===== config.mk =====
export PLATFORM = sky130hd
export DESIGN_NAME = fetch_ctrl_flat
export DESIGN_NICKNAME = d
export VERILOG_FILES = /design/src/rtl/fetch_pkg.sv /design/src/rtl/fetch_ctrl_if.sv /design/src/rtl/fetch_hold_buf.sv /design/src/rtl/fetch_ctrl.sv /design/src/flat_wrapper.sv
export SDC_FILE = /design/constraint.sdc
export NUM_CORES = 1
export LEC_CHECK = 0
export BUFFER_PORTS_ARGS = -buffer_cell sky130_fd_sc_hd__buf_2
export CORE_MARGIN = 5
export CORE_UTILIZATION = 48
export CTS_CLUSTER_SIZE = 10
export DETAILED_ROUTE_END_ITERATION = 6
export GPL_ROUTABILITY_DRIVEN = 0
export PLACE_DENSITY = 0.74
export SETUP_SLACK_MARGIN = 0.05
export SLEW_MARGIN = 20
export SYNTH_ARGS = -nofsm -noshare
export SYNTH_HDL_FRONTEND = slang
export SYNTH_SLANG_ARGS = --single-unit
export TNS_END_PERCENT = 10

===== constraint.sdc =====
create_clock -name clk -period 12.2 [get_ports clk]
set_clock_uncertainty 0.15 [all_clocks]
set_input_delay 1.22 -clock clk [delete_from_list [all_inputs] [get_ports clk]]
set_output_delay 1.22 -clock clk [all_outputs]
set_load 0.01 [all_outputs]

===== src/rtl/fetch_pkg.sv =====
// ---------------------------------------------------------------------------
// fetch_pkg
// Shared types and constants for the IF-stage fetch controller.
//   fetch_state_e : sequencer states (IDLE, RUN, DRAIN, HALT)
//   PC_STEP       : byte increment between sequential instructions
//   NOP           : instruction value presented when nothing is valid
//   word_index()  : byte PC -> instruction memory word index
// ---------------------------------------------------------------------------
package fetch_pkg;

  typedef enum logic [1:0] {
    IDLE  = 2'd0,
    RUN   = 2'd1,
    DRAIN = 2'd2,
    HALT  = 2'd3
  } fetch_state_e;

  localparam logic [31:0] PC_STEP = 32'd4;
  localparam logic [31:0] NOP     = 32'h0000_0000;

  function automatic logic [31:0] word_index(input logic [31:0] pc);
    return {2'b00, pc[31:2]};
  endfunction

endpackage


===== src/rtl/fetch_ctrl_if.sv =====
// ---------------------------------------------------------------------------
// fetch_ctrl_if
// Bundle of every non-clock signal of the fetch controller.
//   slave  : seen from fetch_ctrl (takes control, redirect and memory data,
//            drives the memory address, the IF/ID outputs and status)
//   master : seen from the surrounding pipeline / instruction memory
// Signals:
//   start, halt_req      sequencer control pulses
//   id_stall             ID cannot take this cycle's instruction
//   redirect_vld/_pc     taken branch/jump and its byte target
//   imem_addr/imem_data  word index out, read data back one cycle later
//   if_valid/instr/pc    instruction handed to IF/ID
//   running              sequencer in RUN or DRAIN
//   fetch_count          accepted-instruction counter
//   addr_err, align_err  sticky error flags
// ---------------------------------------------------------------------------
interface fetch_ctrl_if;

  logic        start;
  logic        halt_req;
  logic        id_stall;
  logic        redirect_vld;
  logic [31:0] redirect_pc;
  logic [31:0] imem_addr;
  logic [31:0] imem_data;
  logic        if_valid;
  logic [31:0] if_instr;
  logic [31:0] if_pc;
  logic        running;
  logic [31:0] fetch_count;
  logic        addr_err;
  logic        align_err;

  modport slave (
    input  start, halt_req, id_stall, redirect_vld, redirect_pc, imem_data,
    output imem_addr, if_valid, if_instr, if_pc, running, fetch_count,
           addr_err, align_err
  );

  modport master (
    output start, halt_req, id_stall, redirect_vld, redirect_pc, imem_data,
    input  imem_addr, if_valid, if_instr, if_pc, running, fetch_count,
           addr_err, align_err
  );

endinterface


===== src/rtl/fetch_hold_buf.sv =====
// ---------------------------------------------------------------------------
// fetch_hold_buf
// One-entry holding register for an instruction that ID could not accept.
// Ports:
//   clk, rst          clock, asynchronous active-high reset
//   load              capture d_instr/d_pc and mark the entry valid
//   clr               drop the entry (wins over load)
//   d_instr, d_pc     instruction and byte PC to capture
//   vld, instr, pc    held entry
// ---------------------------------------------------------------------------
module fetch_hold_buf
  import fetch_pkg::*;
#(
  parameter logic [31:0] RESET_PC = 32'h0000_0000
) (
  input  logic        clk,
  input  logic        rst,
  input  logic        load,
  input  logic        clr,
  input  logic [31:0] d_instr,
  input  logic [31:0] d_pc,
  output logic        vld,
  output logic [31:0] instr,
  output logic [31:0] pc
);

  logic        vld_reg;
  logic [31:0] instr_reg;
  logic [31:0] pc_reg;

  always_ff @(posedge clk or posedge rst) begin
    if (rst) begin
      vld_reg   <= 1'b0;
      instr_reg <= NOP;
      pc_reg    <= RESET_PC;
    end else if (clr) begin
      vld_reg   <= 1'b0;
    end else if (load) begin
      vld_reg   <= 1'b1;
      instr_reg <= d_instr;
      pc_reg    <= d_pc;
    end
  end

  assign vld   = vld_reg;
  assign instr = instr_reg;
  assign pc    = pc_reg;

endmodule


===== src/rtl/fetch_ctrl.sv =====
// ---------------------------------------------------------------------------
// fetch_ctrl
// Program-counter sequencer for the IF stage. Issues word addresses to a
// synchronous instruction memory (one cycle read latency) and hands
// instruction + byte PC to the IF/ID register, with a one-entry hold buffer
// for ID stalls, branch/jump redirect with squash, a start/halt sequencer and
// sticky error flags.
// Parameters:
//   RESET_PC    byte PC loaded on reset
//   IMEM_DEPTH  memory depth in words; issuing a word index >= depth flags
//               addr_err (the fetch still proceeds)
// Ports:
//   clk, rst    clock, asynchronous active-high reset
//   bus         fetch_ctrl_if.slave (control, redirect, memory, IF/ID, status)
// ---------------------------------------------------------------------------
module fetch_ctrl
  import fetch_pkg::*;
#(
  parameter logic [31:0] RESET_PC   = 32'h0000_0000,
  parameter int unsigned IMEM_DEPTH = 256
) (
  input logic         clk,
  input logic         rst,
  fetch_ctrl_if.slave bus
);

  fetch_state_e state_reg, state_next;

  logic [31:0] pc_reg, pc_next;
  logic        fetch_vld_reg;   // a memory word for fetch_pc_reg arrives this cycle
  logic [31:0] fetch_pc_reg;
  logic [31:0] fetch_count_reg;
  logic        addr_err_reg;
  logic        align_err_reg;

  logic        hold_vld;
  logic [31:0] hold_instr;
  logic [31:0] hold_pc;
  logic        hold_load;
  logic        hold_clr;
  logic        hold_keep;

  logic        issue;
  logic        advance;
  logic        any_vld;
  logic [31:0] word_idx;

  assign word_idx = word_index(pc_reg);
  assign issue    = (state_reg == RUN) && !bus.redirect_vld;

  // The word on imem_data is parked when ID stalls and nothing is held yet.
  assign hold_load = fetch_vld_reg && !hold_vld && bus.id_stall && !bus.redirect_vld;
  // Redirect squashes the held word; otherwise it leaves once ID accepts it.
  assign hold_clr  = bus.redirect_vld || (hold_vld && !bus.id_stall);
  assign hold_keep = hold_vld && bus.id_stall;

  // The word issued now is thrown away next cycle whenever the hold buffer
  // will be the one presenting; in that case pc_reg must stay put so the same
  // address is issued again. In every other case the issued word will be
  // shown, so the PC moves on. This also steps the PC in the cycle the hold
  // entry is released, which keeps the in-flight word and pc_reg one apart.
  assign advance = issue && !hold_load && !hold_keep;

  fetch_hold_buf #(
    .RESET_PC (RESET_PC)
  ) u_hold (
    .clk     (clk),
    .rst     (rst),
    .load    (hold_load),
    .clr     (hold_clr),
    .d_instr (bus.imem_data),
    .d_pc    (fetch_pc_reg),
    .vld     (hold_vld),
    .instr   (hold_instr),
    .pc      (hold_pc)
  );

  // ---------------- sequencer ----------------
  always_ff @(posedge clk or posedge rst) begin
    if (rst) begin
      state_reg <= IDLE;
    end else begin
      state_reg <= state_next;
    end
  end

  always_comb begin
    state_next = state_reg;
    // A redirect freezes the sequencer for that cycle.
    if (!bus.redirect_vld) begin
      case (state_reg)
        IDLE:    if (bus.start) state_next = RUN;
        RUN:     if (bus.halt_req) state_next = DRAIN;  // halt beats start
        DRAIN:   if (!hold_vld && !fetch_vld_reg) state_next = HALT;
        HALT:    if (bus.start) state_next = RUN;
        default: state_next = IDLE;
      endcase
    end
  end

  // ---------------- program counter ----------------
  always_comb begin
    pc_next = pc_reg;
    if (bus.redirect_vld) begin
      pc_next = {bus.redirect_pc[31:2], 2'b00};
    end else if (advance) begin
      pc_next = pc_reg + PC_STEP;
    end
  end

  always_ff @(posedge clk or posedge rst) begin
    if (rst) begin
      pc_reg        <= RESET_PC;
      fetch_vld_reg <= 1'b0;
      fetch_pc_reg  <= RESET_PC;
    end else begin
      pc_reg        <= pc_next;
      fetch_vld_reg <= issue;
      fetch_pc_reg  <= pc_reg;
    end
  end

  // ---------------- counters and sticky flags ----------------
  always_ff @(posedge clk or posedge rst) begin
    if (rst) begin
      fetch_count_reg <= 32'd0;
      addr_err_reg    <= 1'b0;
      align_err_reg   <= 1'b0;
    end else begin
      if (bus.if_valid && !bus.id_stall) begin
        fetch_count_reg <= fetch_count_reg + 32'd1;
      end
      if (issue && (word_idx >= IMEM_DEPTH)) begin
        addr_err_reg <= 1'b1;
      end
      if (bus.redirect_vld && (bus.redirect_pc[1:0] != 2'b00)) begin
        align_err_reg <= 1'b1;
      end
    end
  end

  // ---------------- outputs ----------------
  assign any_vld = hold_vld || fetch_vld_reg;

  assign bus.imem_addr   = word_idx;
  assign bus.if_valid    = any_vld && !bus.redirect_vld;
  // Instruction reads as NOP when nothing is in flight so that idle and reset
  // do not leak stale memory data onto IF/ID.
  assign bus.if_instr    = !any_vld ? NOP : (hold_vld ? hold_instr : bus.imem_data);
  assign bus.if_pc       = hold_vld ? hold_pc : fetch_pc_reg;
  assign bus.running     = (state_reg == RUN) || (state_reg == DRAIN);
  assign bus.fetch_count = fetch_count_reg;
  assign bus.addr_err    = addr_err_reg;
  assign bus.align_err   = align_err_reg;

endmodule


===== src/flat_wrapper.sv =====
// flat-port wrapper written by rule: the top's interface ports become plain ports
module fetch_ctrl_flat import fetch_pkg::*;
#(
  parameter logic [31:0] RESET_PC   = 32'h0000_0000,
  parameter int unsigned IMEM_DEPTH = 256
)
  (clk, rst, bus_start, bus_halt_req, bus_id_stall, bus_redirect_vld, bus_redirect_pc, bus_imem_data, bus_imem_addr, bus_if_valid, bus_if_instr, bus_if_pc, bus_running, bus_fetch_count, bus_addr_err, bus_align_err);
  fetch_ctrl_if bus_i ();
  input logic clk;
  input logic rst;
  input wire logic [$bits(bus_i.start)-1:0] bus_start;
  input wire logic [$bits(bus_i.halt_req)-1:0] bus_halt_req;
  input wire logic [$bits(bus_i.id_stall)-1:0] bus_id_stall;
  input wire logic [$bits(bus_i.redirect_vld)-1:0] bus_redirect_vld;
  input wire logic [$bits(bus_i.redirect_pc)-1:0] bus_redirect_pc;
  input wire logic [$bits(bus_i.imem_data)-1:0] bus_imem_data;
  output wire logic [$bits(bus_i.imem_addr)-1:0] bus_imem_addr;
  output wire logic [$bits(bus_i.if_valid)-1:0] bus_if_valid;
  output wire logic [$bits(bus_i.if_instr)-1:0] bus_if_instr;
  output wire logic [$bits(bus_i.if_pc)-1:0] bus_if_pc;
  output wire logic [$bits(bus_i.running)-1:0] bus_running;
  output wire logic [$bits(bus_i.fetch_count)-1:0] bus_fetch_count;
  output wire logic [$bits(bus_i.addr_err)-1:0] bus_addr_err;
  output wire logic [$bits(bus_i.align_err)-1:0] bus_align_err;
  assign bus_i.start = bus_start;
  assign bus_i.halt_req = bus_halt_req;
  assign bus_i.id_stall = bus_id_stall;
  assign bus_i.redirect_vld = bus_redirect_vld;
  assign bus_i.redirect_pc = bus_redirect_pc;
  assign bus_i.imem_data = bus_imem_data;
  assign bus_imem_addr = bus_i.imem_addr;
  assign bus_if_valid = bus_i.if_valid;
  assign bus_if_instr = bus_i.if_instr;
  assign bus_if_pc = bus_i.if_pc;
  assign bus_running = bus_i.running;
  assign bus_fetch_count = bus_i.fetch_count;
  assign bus_addr_err = bus_i.addr_err;
  assign bus_align_err = bus_i.align_err;
  fetch_ctrl #(.RESET_PC(RESET_PC), .IMEM_DEPTH(IMEM_DEPTH)) u_core (.clk(clk), .rst(rst), .bus(bus_i));
endmodule

==> impl_metrics.json <==
{
  "initial_core_util": 0.483,
  "yosys.area.top_type": "dfrtp_1",
  "syn-cell-area_mm2": 0.00759,
  "nets": 941,
  "finalHoldViolCount": 0,
  "diodes": 0,
  "rows": 46,
  "cts_tree": "built",
  "critPathCaptureType": "primary output",
  "synthCells": 686,
  "clkPwrFrac": 0.331,
  "regArea_mm2": 0.00401,
  "syn_to_final_growth_pct": 22.9,
  "seqPwrFrac": 0.450,
  "synth_edf_count": 0,
  "vias": 5904,
  "min_period_ns": 3.62,
  "routed-wl-met2_um": 8400,
  "top_layer_used": "met4",
  "internal-power_mw": 1.21,
  "rr_startpoint": "u_core.u_hold.vld",
  "drive_gt1_frac": 0.385,
  "fin_ws_ns": 8.58,
  "viasPerCell": 5.39,
  "syn_avg_cell_area_um2": 11.1,
  "power_density_mw_per_mm2": 182,
  "slew-limit-headroom": 0.366,
  "dp_hpwl_um": 12500,
  "drv_cap": 0,
  "h-tree-depth": 4,
  "outcome": "finished, final reports clean",
  "ant_nets": 0,
  "chipHeight_um": 136,
  "ff2ff_setup_slack_ns": 9.18,
  "worst_pin_slew_ns": 0.951,
  "root_buffer": "clkbuf_16",
  "drt-met1-wl_um": 8350,
  "worstPathMaxFanout": 41,
  "finalCritPeriodShare": 0.297,
  "ir_drop_mv": 0.121,
  "grt_first_pass_wirelength_um": 29400,
  "n_fill_cell": 1357,
  "die_w_um": 136,
  "reg2reg_to": "u_core.pc_reg[18]",
  "yosys_most_used_dff": "dfrtp_1",
  "ys_warn_count": 0,
  "insertion_delay_ns": 0.42,
  "overflow": 0,
  "leakagePower_nw": 4.22,
  "start_kind": "input port",
  "first_global_vias": 5585,
  "whs_path_depth": 1,
  "grt_max_degree": 111,
  "tns_ns": 0,
  "dp_slack_ns": 8.57,
  "rsz0062_at_grt": "no",
  "finalSetupViolCount": 0,
  "slew_violations": 0,
  "worstSetupPathType": "input port to primary output",
  "arrival_ns": 2.25,
  "min_path_type": "flop to flop",
  "max_freq_mhz": 276,
  "wire_per_inst_um": 16.7,
  "power_frac_comb": 0.220,
  "multi_input_area_mm2": 0.00334,
  "drtIter0Drc": 366,
  "cts.repair.resized": 0,
  "p_sw_mw": 0.492,
  "reg2reg_depth": 5,
  "ys_seq_area_frac": 0.527,
  "synth_area_leaders": "dfrtp_1, mux2_2, nand2_1",
  "yosysUniqueCellTypes": 52,
  "io-pin-count": 202,
  "synthArstFlopShare": 1.00,
  "worstHoldStart": "u_core.bus.align_err",
  "synth_top_area_frac": 0.527,
  "die-area_mm2": 0.0184,
  "min_to": "u_core.bus.align_err",
  "antenna_found_initial": 0,
  "wl_met3_um": 1080,
  "cts_setup_buffers": 0,
  "portBuffers": 197,
  "core_area_mm2": 0.0157,
  "drc": 0,
  "clk_pin_slew_ns": 0.06,
  "clockBufferDepth": 2,
  "cts_sinks": 160,
  "crit_required_ns": 10.83,
  "p_sw_frac": 0.290,
  "track_usage": 0.200,
  "ctsHoldBuffers": 0,
  "wirelength_um": 18300,
  "cts_buffers": 17,
  "ys_seq_elements": 160,
  "firstDrtPassIters": 5
}
==> power groups by stage <==
| stage | clock network, mW | logic [mW] | registers, mW |
|---|---|---|---|
| finish | 0.562 | 0.373 | 0.764 |
| global route | 0.598 | 0.416 | 0.784 |
| CTS | 0.573 | 0.379 | 0.763 |
| detailed placement | 0 | 0.378 | 0.771 |
| global placement | 0 | 0.368 | 0.765 |
| floorplan | 0 | 0.265 | 0.745 |
==> worst max-delay path, stage by stage <==
cell and delay (ns):
buf_2 0.52, o21bai_1 0.27, inv_1 0.09, buf_2 0.15
==> through the flow <==
stage | cells | total power [mW] | utilization | instance area (µm²) | hold slack (ns)
after CTS | 1095 | 1.72 | 0.594 | 9330 | 0.315
after global routing | 1095 | 1.80 | 0.594 | 9330 | 0.342
after floorplan | 689 | 1.01 | - | 7600 | 0.283
after detailed placement | 1063 | 1.15 | 0.554 | 8700 | 0.297
after global placement | 1063 | 1.13 | 0.554 | 8700 | 0.296
final | 1095 | 1.70 | 0.594 | 9330 | 0.309
==> synthesized netlist by cell type (9+ instances only) <==
cell        n
nand4_1    36
or4_1      15
inv_1      14
clkbuf_1   24
mux2_2     93
nor2_1     21
nand2_1    85
xnor2_1    35
o31ai_1    12
buf_2       9
dfrtp_1   160
a31oi_1    11
and3_1      9
nand3_1    22
o21ai_0    39
==> area by class of cell <==
type                       count  area share
clock inverter                13      0.0197
inverter                      14     0.00644
sequential                   160       0.429
timing repair buffer         203       0.110
clock buffer                  19      0.0475
multi-input combinational    470       0.358
tap                          216      0.0290
==> cells by family (layout without fill, tap and decap cells) <==
| logic type | after synthesis | in the layout | share of synthesized area |
|---|---|---|---|
| AO/OA/AOI/OAI | 89 | 89 | 0.0763 |
| buffers and inverters | 59 | 249 | 0.0351 |
| flip-flops | 160 | 160 | 0.527 |
| adder cells (fa/ha/maj) | 5 | 5 | 0.00824 |
| other | 1 | 4 | 0.000494 |
| AND/OR/NAND/NOR | 233 | 233 | 0.160 |
| XOR/XNOR | 40 | 40 | 0.0462 |
| multiplexers | 99 | 99 | 0.146 |
==> worst max-delay path by stage <==
stage	start	endpoint	slack [ns]	cells past startpoint
after floorplan	rst	u_core.bus.addr_err	6.51	1
after global placement	bus_redirect_vld	bus_if_valid	8.60	4
after detailed placement	bus_redirect_vld	bus_if_valid	8.57	4
after CTS	u_core.fetch_vld_reg	bus_if_instr[1]	8.47	3
after global routing	u_core.u_hold.vld	bus_if_instr[5]	8.41	4
final	bus_redirect_vld	bus_if_valid	8.58	4
==> layout by cell type (no fill, tap or decap), types with 3 or more instances in the layout <==
cell type and n:
clkinv_2 3, or4_1 15, a31oi_1 11, conb_1 4, nor2_1 21, o21ai_0 39
nand2b_1 4, buf_2 197, nor3_1 5, ha_1 5, nand2_1 85, dfrtp_1 158
xor2_1 5, bufinv_16 4, nor4_1 8, mux2i_1 6, o211ai_1 4, xnor2_1 35
and4_1 8, and3_1 9, nand4_1 36, mux2_2 93, a22o_1 7, buf_4 6
nand3_1 22, clkbuf_16 17, and2_1 7, inv_1 13, clkinvlp_4 3, o31ai_1 12
nor2b_1 3
==> per-layer routing <==
layer | global-route usage | vias up
met5 | 0 | -
met3 | 0.0416 | 31
met2 | 0.296 | 204
li1 | - | 2820
met4 | 0.0728 | 0
met1 | 0.293 | 2849
(Power assumes the default switching activity.)
